`src/rtl/vga_sync_generator.sv`:
```
// vga_sync_generator
//   Generates VGA raster timing for the image generator and the DAC/connector.
//   A horizontal counter walks every pixel clock of a line. A vertical counter
//   advances once per line. Every output is registered from the current counter
//   values, so the outputs trail the counters by one clock.
//
// Ports
//   clk          in   1   pixel clock, all logic on posedge
//   reset        in   1   synchronous, active-high reset
//   h_sync       out  1   horizontal sync, active level H_POL
//   v_sync       out  1   vertical sync, active level V_POL
//   disp_ena     out  1   high inside the active display region
//   column       out  32  current pixel column, holds H_PIXELS-1 in blanking
//   row          out  32  current pixel row, holds V_PIXELS-1 in blanking
//   frame_start  out  1   one-clock pulse at pixel (0,0) of every frame

module vga_sync_generator #(
  parameter int unsigned H_PIXELS = 640,
  parameter int unsigned H_FP     = 16,
  parameter int unsigned H_PULSE  = 96,
  parameter int unsigned H_BP     = 48,
  parameter bit          H_POL    = 1'b0,
  parameter int unsigned V_PIXELS = 480,
  parameter int unsigned V_FP     = 10,
  parameter int unsigned V_PULSE  = 2,
  parameter int unsigned V_BP     = 33,
  parameter bit          V_POL    = 1'b0
) (
  input  logic        clk,
  input  logic        reset,
  output logic        h_sync,
  output logic        v_sync,
  output logic        disp_ena,
  output logic [31:0] column,
  output logic [31:0] row,
  output logic        frame_start
);

  localparam int unsigned H_PERIOD     = H_PIXELS + H_FP + H_PULSE + H_BP;
  localparam int unsigned V_PERIOD     = V_PIXELS + V_FP + V_PULSE + V_BP;
  localparam int unsigned H_SYNC_START = H_PIXELS + H_FP;
  localparam int unsigned H_SYNC_END   = H_PIXELS + H_FP + H_PULSE;
  localparam int unsigned V_SYNC_START = V_PIXELS + V_FP;
  localparam int unsigned V_SYNC_END   = V_PIXELS + V_FP + V_PULSE;

  logic [31:0] h_cnt;
  logic [31:0] v_cnt;
  logic        h_last;
  logic        v_last;
  logic        h_active;
  logic        v_active;
  logic        h_in_pulse;
  logic        v_in_pulse;

  assign h_last     = (h_cnt == H_PERIOD - 1);
  assign v_last     = (v_cnt == V_PERIOD - 1);
  assign h_active   = (h_cnt < H_PIXELS);
  assign v_active   = (v_cnt < V_PIXELS);
  assign h_in_pulse = (h_cnt >= H_SYNC_START) && (h_cnt < H_SYNC_END);
  assign v_in_pulse = (v_cnt >= V_SYNC_START) && (v_cnt < V_SYNC_END);

  // The vertical counter only moves when the horizontal counter wraps. Lines
  // and frames therefore always have their full length.
  always_ff @(posedge clk) begin
    if (reset) begin
      h_cnt <= '0;
      v_cnt <= '0;
    end else if (h_last) begin
      h_cnt <= '0;
      v_cnt <= v_last ? '0 : v_cnt + 32'd1;
    end else begin
      h_cnt <= h_cnt + 32'd1;
    end
  end

  // The outputs are decoded from the counter values of this cycle. Column and
  // row only load inside the active area, so they keep the last visible
  // coordinate while the raster is in blanking.
  always_ff @(posedge clk) begin
    if (reset) begin
      h_sync      <= ~H_POL;
      v_sync      <= ~V_POL;
      disp_ena    <= 1'b0;
      column      <= '0;
      row         <= '0;
      frame_start <= 1'b0;
    end else begin
      h_sync      <= h_in_pulse ? H_POL : ~H_POL;
      v_sync      <= v_in_pulse ? V_POL : ~V_POL;
      disp_ena    <= h_active && v_active;
      frame_start <= (h_cnt == '0) && (v_cnt == '0);
      if (h_active) begin
        column <= h_cnt;
      end
      if (v_active) begin
        row <= v_cnt;
      end
    end
  end

endmodule
```
`config.mk`:
```
export PLATFORM = sky130hd
export DESIGN_NAME = vga_sync_generator
export DESIGN_NICKNAME = d
export VERILOG_FILES = /design/src/rtl/vga_sync_generator.sv
export SDC_FILE = /design/constraint.sdc
export NUM_CORES = 1
export LEC_CHECK = 0
export BUFFER_PORTS_ARGS = -buffer_cell sky130_fd_sc_hd__buf_2
export CAP_MARGIN = 25
export CORE_MARGIN = 2
export CORE_UTILIZATION = 52
export DETAILED_ROUTE_END_ITERATION = 16
export PLACE_DENSITY_LB_ADDON = 0.3
export SLEW_MARGIN = 10
export SYNTH_ARGS = -nofsm -noshare
export SYNTH_HDL_FRONTEND = slang
export SYNTH_SLANG_ARGS = --single-unit
```
`constraint.sdc`:
```
create_clock -name clk -period 2.29 [get_ports clk]
set_input_delay 0.458 -clock clk [delete_from_list [all_inputs] [get_ports clk]]
set_output_delay 0.458 -clock clk [all_outputs]
set_load 0.005 [all_outputs]
```
# Word-level counts from Yosys, hierarchy flattened
# Cells that the tools add are included.
# word_totals
register_bits,132
inputBits,2
out_inout_bits,68
word_cells,28
# classes
n_addsub,2
n_lt_le_gt_ge,6
n_eq_ne,2
muxes,3
n_reduce_logical,7
# ops
op,n
"32-bit by 1-bit adder with 32-bit output, second input constant",2
"32-bit by 10-bit equality test with 1-bit output, second input constant",2
32-bit zero test,2
"32-bit by 10-bit < comparator with 1-bit output, second input constant",2
"32-bit by 9-bit < comparator with 1-bit output, second input constant",2
"32-bit by 10-bit greater-or-equal comparator with 1-bit output, second input constant",1
"32-bit by 9-bit greater-or-equal comparator with 1-bit output, second input constant",1
32-bit 2-to-1 mux,1
1-bit logical AND,4
1-bit 2-to-1 mux,2
2-bit OR reduction,1

# Depth between registers and ports, before layout
# Gate-level depths: netlist of run 1.
# depth
word_depth,3
depth_mapped,9
depth_no_buf,7

# Worst setup path before layout of run 1
# OpenSTA, ideal clock, no wires.
# synth_path
kind,reg2reg
start,reg h_cnt[6]
end,reg v_cnt[4]
setup_ps,70
arrival_time_ps,2280
required_ps,2220
slack_ps,-60
path_stages_with_launch,7
n_path_buf,1
synth_period_minus_slack_ps,2350
cell_sequence,dfxtp_1 -> or4_4 -> or4_4 -> or2_4 -> buf_6 -> or3_1 -> a21oi_1
# synth_via
elab_chain_len,1
# synth_lines
item,line,text
"start, declared",46,logic [31:0] h_cnt;
"start signal, assigned",72,h_cnt <= h_cnt + 32'd1;
32-bit by 10-bit equality test with 1-bit output,55,assign h_last = (h_cnt == H_PERIOD - 1);
"end signal, assigned",70,v_cnt <= v_last ? '0 : v_cnt + 32'd1;
"end, declared",47,logic [31:0] v_cnt;
# No other way between the ends.
# A chain may end at the register's enable or synchronous reset.

# Worst setup path after layout of run 1
# layout_path
start,reg h_cnt[25]
end,reg v_cnt[19]
# The elaborated chain is that of the path after synthesis.

==> impl_metrics.sql, run 1 <==
INSERT INTO impl_metrics (metric_group, metric, value, unit) VALUES
('run_status', 'run_status', 'complete, but fails checks', ''),
('run_status', 'violations', 'setup timing', ''),
('layout', 'syn_to_final_growth', '26.7', '%'),
('routing', 'ant_nets', '0', ''),
('routing', 'via_count_of_the_routed_design', '4502', ''),
('timing', 'timing.fmax', '431', 'MHz'),
('timing', 'pins_over_their_slew_limit', '0', ''),
('floorplan', 'floorplan.rows', '37', ''),
('clock_tree', 'cts.clk_slew.worst_paths', '0.06', 'ns'),
('synthesis', 'post_synth_num_cell_types', '49', ''),
('synthesis', 'most_used_dff_post_synth', 'dfxtp_1', ''),
('timing', 'worst_pin_slew', '0.533', 'ns'),
('place', 'post-dp-hpwl', '8510', 'um'),
('grt', 'vias_in_the_first_global_route', '4331', ''),
('routing', 'dr_wl_met2', '6510', 'um'),
('routing', 'first_pass_iters', '5', ''),
('clock_tree', 'cts_tree', 'yes', ''),
('floorplan', 'initial_core_util', '53.5', '%'),
('routing', 'drc', '0', ''),
('timing', 'finalSetupViolCount', '2', ''),
('setup_path', 'cp-start-kind', 'register', ''),
('synthesis', 'syn_inst', '571', ''),
('synthesis', 'asyncSetResetFlopFracSynth', '0', '%'),
('grt', 'number_of_antenna_violations_at_the_first_check_in_global_routing', '0', ''),
('grt', 'grt_overflow_total', '0', ''),
('routing', 'drt-met1-wl', '5780', 'um'),
('run', 'max_cap_viol_count', '0', ''),
('synthesis', 'synth-seq-area-share', '48.1', '%'),
('clock_tree', 'cts_inserted_buffers', '17', ''),
('synthesis', 'synth.avg_cell_area', '9.63', 'um^2'),
('clock_tree', 'clock_tree.root_cell', 'clkbuf_8', ''),
('power_and_ir_drop', 'power.leakage', '0.00291', 'uW'),
('place', 'io_buffers', '69', ''),
('layout', 'num_antenna_cells', '0', ''),
('timing', 'slew_headroom', '64.5', '%'),
('grt', 'grt_first_pass_wirelength', '21300', 'um'),
('synthesis', 'synth_nets', '577', ''),
('timing', 'finalHoldViolations', '0', ''),
('routing', 'highest_layer', 'met4', ''),
('clock_tree', 'cts-root-to-sink-buffers', '2', ''),
('min_path', 'hold_class', 'input pin to register', ''),
('setup_path', 'timing.critical_path.to_type', 'register', ''),
('layout', 'layoutNonFillerInstCount', '822', ''),
('floorplan', 'die_height', '107', 'um'),
('power_and_ir_drop', 'power_density', '728', 'nW/um^2'),
('clock_tree', 'cts-hold-fix-buffers', '0', ''),
('place', 'globalplace.congestion', '0.845', ''),
('floorplan', 'placeableCoreArea', '10300', 'um^2'),
('grt', 'pin_count_of_the_biggest_net_entering_global_routing', '32', ''),
('setup_path', 'critical_path_class', 'register to register', ''),
('routing', 'first_iteration_detailed_routing_drc_count', '219', ''),
('floorplan', 'die_width', '107', 'um'),
('place', 'dpl.cell_count', '788', ''),
('place', 'pre_cts_ws', '-0.0715', 'ns'),
('timing', 'setup_clock_skew_after_layout', '0.00771', 'ns'),
('routing', 'route.detailed.vias_per_inst', '5.48', ''),
('setup_path', 'timing.critical_path.required', '2.71', 'ns'),
('timing', 'final_period_minus_worst_setup_slack', '2.32', 'ns'),
('floorplan', 'die_area', '11400', 'um^2'),
('power_and_ir_drop', 'worst_ir_drop_vdd', '747', 'uV'),
('routing', 'detailroute.wirelength.met3', '520', 'um'),
('clock_tree', 'cts_htree_levels', '4', ''),
('clock_tree', 'cts.sink_count', '132', ''),
('routing', 'totalWireLength', '13000', 'um'),
('layout', 'fillers', '768', ''),
('routing', 'avgRoutedWirePerCell', '15.9', 'um'),
('clock_tree', 'clkLatencyLatePin', '0.52', 'ns'),
('layout', 'final_nets', '681', ''),
('layout', 'share_of_cells_above_drive_strength_1', '29.2', '%'),
('timing', 'grt_setup_unrepaired', 'true', ''),
('setup_path', 'cp_data_arrival_time', '2.73', 'ns'),
('floorplan', 'ioPinCount', '70', ''),
('timing', 'setup_ws', '-0.0275', 'ns'),
('setup_path', 'cp_max_fo', '7', ''),
('synthesis', 'synth.yosys.warnings', '0', ''),
('grt', 'grt_util_all_layers', '23.4', '%'),
('synthesis', 'synth_area', '5500', 'um^2'),
('timing', 'min_period_over_period', '101', '%'),
('synthesis', 'synth-seq-cells', '132', ''),
('synthesis', 'synth_enable_flop_cells', '0', '');
[where the power goes]
group / internal [uW] / switching [uW] / total (uW)
logic: 36.0 / 49.5 / 85.6
clock network: 1680 / 994 / 2670
registers: 2310 / 4.56 / 2310
[final timing paths]
kind / startpoint / endpoint / slack [ns] / cells after the start
worst min register to register: column[19] / column[19] / 0.45 / 1
worst max register to register: h_cnt[25] / v_cnt[19] / -0.03 / 5
worst max-delay path: h_cnt[25] / v_cnt[19] / -0.03 / 5
worst min-delay path: reset / column[3] / 0.40 / 2
[worst max-delay path, stage by stage, from the launching register on]
cell and delay (ns):
dfxtp_1 0.31, or4_4 0.53, or4_4 0.56, or2_4 0.29, o31a_2 0.33, o21ba_4 0.18
[final cells by class]
class                      count  area [um^2]  share of cell area, %
multi-input combinational    393         2750                   39.5
clock inverter                12          155                   2.23
tap                          136          170                   2.44
sequential                   132         2650                   38.0
inverter                      11         41.3                  0.593
clock buffer                  18          428                   6.15
timing repair buffer         120          776                   11.1
[cells in the final DEF, fill, tap and decap left out, types with 4 or more instances in the layout]
cell type / instances
a21oi_1: 6
a21oi_2: 4
and2_1: 52
and3_1: 12
and4_1: 11
buf_2: 69
buf_4: 43
buf_6: 6
clkbuf_16: 16
dfxtp_1: 130
ha_1: 4
inv_1: 11
mux2i_1: 19
nand2_1: 20
nand3_1: 25
nand4_1: 25
nand4b_1: 4
nor2_1: 79
nor3_1: 8
nor4_1: 13
nor4_2: 10
nor4_4: 9
o221a_2: 4
or3_1: 4
or3_4: 4
or4_4: 4
xnor2_1: 26
xor2_1: 22
[metal layers]
metal / vias up / global-route usage (%)
met3: 19 / 5.59
li1: 2196 / -
met2: 109 / 38.4
met1: 2178 / 30.0
met4: 0 / 8.44
met5: - / 0
[logic make-up after synthesis]
family | after synthesis | synth area share (%)
XOR/XNOR | 48 | 7.65
multiplexers | 19 | 3.46
AO/OA/AOI/OAI | 26 | 3.39
flip-flops | 132 | 48.1
buffers and inverters | 46 | 5.58
AND/OR/NAND/NOR | 296 | 30.9
adder cells (fa/ha/maj) | 4 | 0.911
[synthesized netlist by cell type (all sizes together) (3+ instances only)]
cell type,n,area (um^2)
nand4,26,169
buf,13,104
nor3,10,50.1
o221a,4,45.0
o21ai,4,20.0
inv,11,41.3
dfxtp,132,2640
and2,52,325
or4,6,52.6
nand2,20,75.1
nor2,80,300
a21oi,10,50.1
mux2i,19,190
clkbuf,21,129
nor4,32,265
and3,13,82.6
ha,4,50.1
nand3,25,125
or2,3,21.3
xor2,22,193
nand4b,4,35.0
or3,8,50.1
and4,11,96.3
xnor2,26,228
[state kept, by name (all words and copies together) (netlist names)]
| register | flops |
|---|---|
| column | 32 |
| disp_ena | 1 |
| frame_start | 1 |
| h_cnt | 32 |
| h_sync | 1 |
| row | 32 |
| v_cnt | 32 |
| v_sync | 1 |
[what timing repair did]
action                     CTS  global route
buffers inserted             1             1
pin swaps                    7            12
setup endpoints to repair   12            35
resized for setup           10            28
[per-stage QoR]
| step | util, % | hold WS, ns | cell area, um^2 | setup TNS, ns | total power, uW |
|---|---|---|---|---|---|
| global placement | 59.8 | 0.436 | 6150 | -0.0517 | 2440 |
| detailed placement | 59.8 | 0.439 | 6150 | -0.255 | 2440 |
| finish | 67.8 | 0.401 | 6960 | -0.0322 | 5070 |
| global route | 67.8 | 0.418 | 6960 | -0.417 | 5210 |
| CTS | 66.2 | 0.392 | 6800 | -0.0248 | 5090 |
| floorplan | - | 0.452 | 5520 | -0.00580 | 2410 |
Note: power is estimated with default switching activity, not from simulation.
==> run 2: changes to the inputs <==
- ABC_AREA: unset -> 1
- CORE_UTILIZATION: 52 -> 53
==> run 2 against run 1 <==
  * The flow now finishes without violations
  * Area after synthesis increased by 16%
  * Highest routed layer unchanged
  * Worst hold slack improved by 0.033 ns
  * Combinational power increased by 2.6%
  * Sequential power about the same
  * Utilization decreased by 5.4 points
  * Global-route usage increased by 2.4 points
  * Critical path depth increased by 3
  * Largest power group unchanged
==> impl_metrics.sql, run 2 <==
INSERT INTO impl_metrics (metric_group, metric, value, unit) VALUES
('run_status', 'run_status', 'completed', ''),
('timing', 'finalSetupViolCount', '0', ''),
('grt', 'grt_first_pass_wirelength', '26700', 'um'),
('floorplan', 'die_height', '114', 'um'),
('synthesis', 'synth.avg_cell_area', '6.45', 'um^2'),
('synthesis', 'post_synth_main_area_contributors', 'dfxtp_1 41%, nand2_1 19%, nor2_1 11%', ''),
('timing', 'worst_pin_slew', '0.528', 'ns'),
('synthesis', 'synth-seq-area-share', '41.3', '%'),
('synthesis', 'synth-seq-cells', '132', ''),
('grt', 'globalRouteMet3Util', '6.11', '%'),
('timing', 'timing.fmax', '519', 'MHz'),
('clock_tree', 'cts-hold-fix-buffers', '0', ''),
('layout', 'final-seq-area', '2640', 'um^2'),
('synthesis', 'most_used_dff_post_synth', 'dfxtp_1', ''),
('clock_tree', 'setup_buffers_after_cts', '0', ''),
('setup_path', 'cp_max_fo', '12', ''),
('synthesis', 'synth_enable_flop_cells', '0', ''),
('grt', 'grtUsageMet1', '31.6', '%'),
('layout', 'final_nets', '1066', ''),
('setup_path', 'cp-start-kind', 'register', ''),
('grt', 'vias_in_the_first_global_route', '5805', ''),
('clock_tree', 'cts-root-to-sink-buffers', '2', ''),
('synthesis', 'synth.yosys.warnings', '0', ''),
('power_and_ir_drop', 'design_power_total', '5190', 'uW'),
('synthesis', 'synth_most_common_cell', 'nand2_1', ''),
('timing', 'pins_over_their_slew_limit', '0', ''),
('synthesis', 'synth_area', '6400', 'um^2'),
('layout', 'share_of_cells_above_drive_strength_1', '13.6', '%'),
('timing', 'min_period_over_period', '84.1', '%'),
('routing', 'route.detailed.vias_per_inst', '5.05', ''),
('routing', 'first_iteration_detailed_routing_drc_count', '416', ''),
('layout', 'layout_commonest_cell', 'nand2_1', ''),
('power_and_ir_drop', 'worst_ir_drop_vdd', '673', 'uV'),
('setup_path', 'timing.critical_path.slowest_stage_cell', 'dfxtp_1', ''),
('grt', 'grt_overflow_total', '0', ''),
('timing', 'setup_clock_skew_after_layout', '0.00806', 'ns'),
('routing', 'drc', '0', ''),
('clock_tree', 'clock_tree.root_cell', 'clkbuf_16', ''),
('timing', 'final.setup.tns', '0', 'ns'),
('routing', 'first_pass_iters', '5', ''),
('layout', 'num_antenna_cells', '0', ''),
('clock_tree', 'cts_tree', 'yes', ''),
('place', 'post-dp-hpwl', '11400', 'um'),
('setup_path', 'critical_path_class', 'register to register', ''),
('synthesis', 'dominant_cell_type_by_area_after_synthesis', 'dfxtp_1', ''),
('clock_tree', 'cts.sink_count', '132', ''),
('grt', 'number_of_antenna_violations_at_the_first_check_in_global_routing', '1', ''),
('clock_tree', 'cts.clk_slew.worst_paths', '0.06', 'ns'),
('setup_path', 'timing.critical_path.to_type', 'register', ''),
('setup_path', 'worst_path_most_repeated_cell', 'nand3_1', ''),
('floorplan', 'initial_core_util', '53.7', '%'),
('layout', 'syn_to_final_growth', '16.1', '%'),
('floorplan', 'placeableCoreArea', '11900', 'um^2'),
('timing', 'finalHoldViolations', '0', ''),
('clock_tree', 'post_cts_resized', '0', ''),
('floorplan', 'die_width', '114', 'um'),
('layout', 'multiInputGateArea', '3210', 'um^2'),
('synthesis', 'post_synth_num_cell_types', '31', ''),
('grt', 'grt_util_all_layers', '25.8', '%'),
('setup_path', 'cp_data_arrival_time', '2.23', 'ns'),
('grt', 'pin_count_of_the_biggest_net_entering_global_routing', '75', ''),
('synthesis', 'asyncSetResetFlopFracSynth', '0', '%'),
('run', 'max_cap_viol_count', '0', ''),
('clock_tree', 'cts_htree_levels', '4', ''),
('routing', 'ant_nets', '0', ''),
('routing', 'totalWireLength', '16000', 'um'),
('floorplan', 'die_area', '13000', 'um^2'),
('timing', 'setup_ws', '0.364', 'ns'),
('synthesis', 'synth_top_cells_by_count', '330 x nand2_1, 191 x nor2_1, 132 x dfxtp_1', ''),
('min_path', 'hold_class', 'register to register', ''),
('clock_tree', 'clkLatencyLatePin', '0.42', 'ns'),
('synthesis', 'synth_largest_type_area_fraction', '41.3', '%'),
('floorplan', 'floorplan.rows', '40', ''),
('layout', 'layout.cells.most_common_list', '330 x nand2_1, 191 x nor2_1, 132 x dfxtp_1', ''),
('grt', 'globalRouteMet2Util', '44.0', '%'),
('timing', 'grt_setup_unrepaired', 'false', ''),
('timing', 'slew_headroom', '64.5', '%'),
('floorplan', 'ioPinCount', '70', ''),
('synthesis', 'syn_inst', '991', ''),
('power_and_ir_drop', 'power.leakage', '0.00320', 'uW'),
('synthesis', 'synth_nets', '997', ''),
('timing', 'final_period_minus_worst_setup_slack', '1.93', 'ns'),
('grt', 'top_usage_layer', 'met2', ''),
('setup_path', 'cpPeakStageDelay', '0.41', 'ns'),
('setup_path', 'timing.critical_path.required', '2.59', 'ns'),
('routing', 'via_count_of_the_routed_design', '6165', ''),
('place', 'globalplace.congestion', '0.950', ''),
('layout', 'fillers', '1118', ''),
('clock_tree', 'cts_inserted_buffers', '17', ''),
('place', 'pre_cts_ws', '0.424', 'ns'),
('power_and_ir_drop', 'power_density', '698', 'nW/um^2'),
('setup_path', 'worstPathCellList', 'ha_1 -> nand3_1 -> nor2_2 -> nand3_1 -> nor2_2 -> nand3_1 -> nand2_1 -> nor2_1', ''),
('place', 'io_buffers', '69', ''),
('routing', 'avgRoutedWirePerCell', '13.1', 'um');
[run 2: per-stage QoR]
step / utilization (%) / cells / hold WS (ns) / instance area [um^2]
global route: 62.4 / 1220 / 0.445 / 7430
floorplan: - / 991 / 0.433 / 6400
global placement: 57.3 / 1188 / 0.423 / 6820
CTS: 62.4 / 1220 / 0.436 / 7430
finish: 62.4 / 1220 / 0.434 / 7430
detailed placement: 57.3 / 1188 / 0.425 / 6820
[run 2: path summary, 6_finish.rpt]
path,slack (ns),end,cells past startpoint,start
hold reg to reg,0.43,row[15],2,row[15]
hold / removal,0.43,row[15],2,row[15]
setup / recovery,0.36,v_cnt[20],8,h_cnt[0]
setup reg to reg,0.36,v_cnt[20],8,h_cnt[0]
[run 2: area by class of cell]
cell class	count	share of cell area (%)
inverter	99	5.04
tap	147	2.48
clock inverter	15	2.44
multi-input combinational	734	43.2
clock buffer	17	5.73
sequential	132	35.6
timing repair buffer	76	5.53
[run 2: worst max-delay path: cells and delay by family (launching register included)]
kind	cells	cell delay, ns
adder cells (fa/ha/maj)	1	0.22
flip-flops	1	0.41
AND/OR/NAND/NOR	7	1.17
[run 2: report_power, final]
part / internal [uW] / total, uW / switching (uW)
Combinational: 25.1 / 87.8 / 62.7
Clock: 1650 / 2790 / 1130
Sequential: 2310 / 2310 / 6.25
[run 2: logic make-up (layout without fill, tap and decap cells)]
kind of cell               count (synthesis)  after routing  share of synthesized area, %
DFF                                      132            132                          41.3
adders and majority gates                  4              4                         0.783
xor gates and xnor gates                   5              5                         0.685
buffers and inverters                    125            207                          8.51
AOI/OAI and AO/OA                         68             68                          5.38
and+or+nand+nor                          657            657                          43.3
[run 2: per-layer routing]
metal / wire (um) / vias up / part of all wire (%)
li1: - / 3232 / -
met1: 6930 / 2729 / 43
met2: 7810 / 164 / 49
met3: 889 / 40 / 5.6
met4: 380 / 0 / 2.4
met5: 0 / - / 0
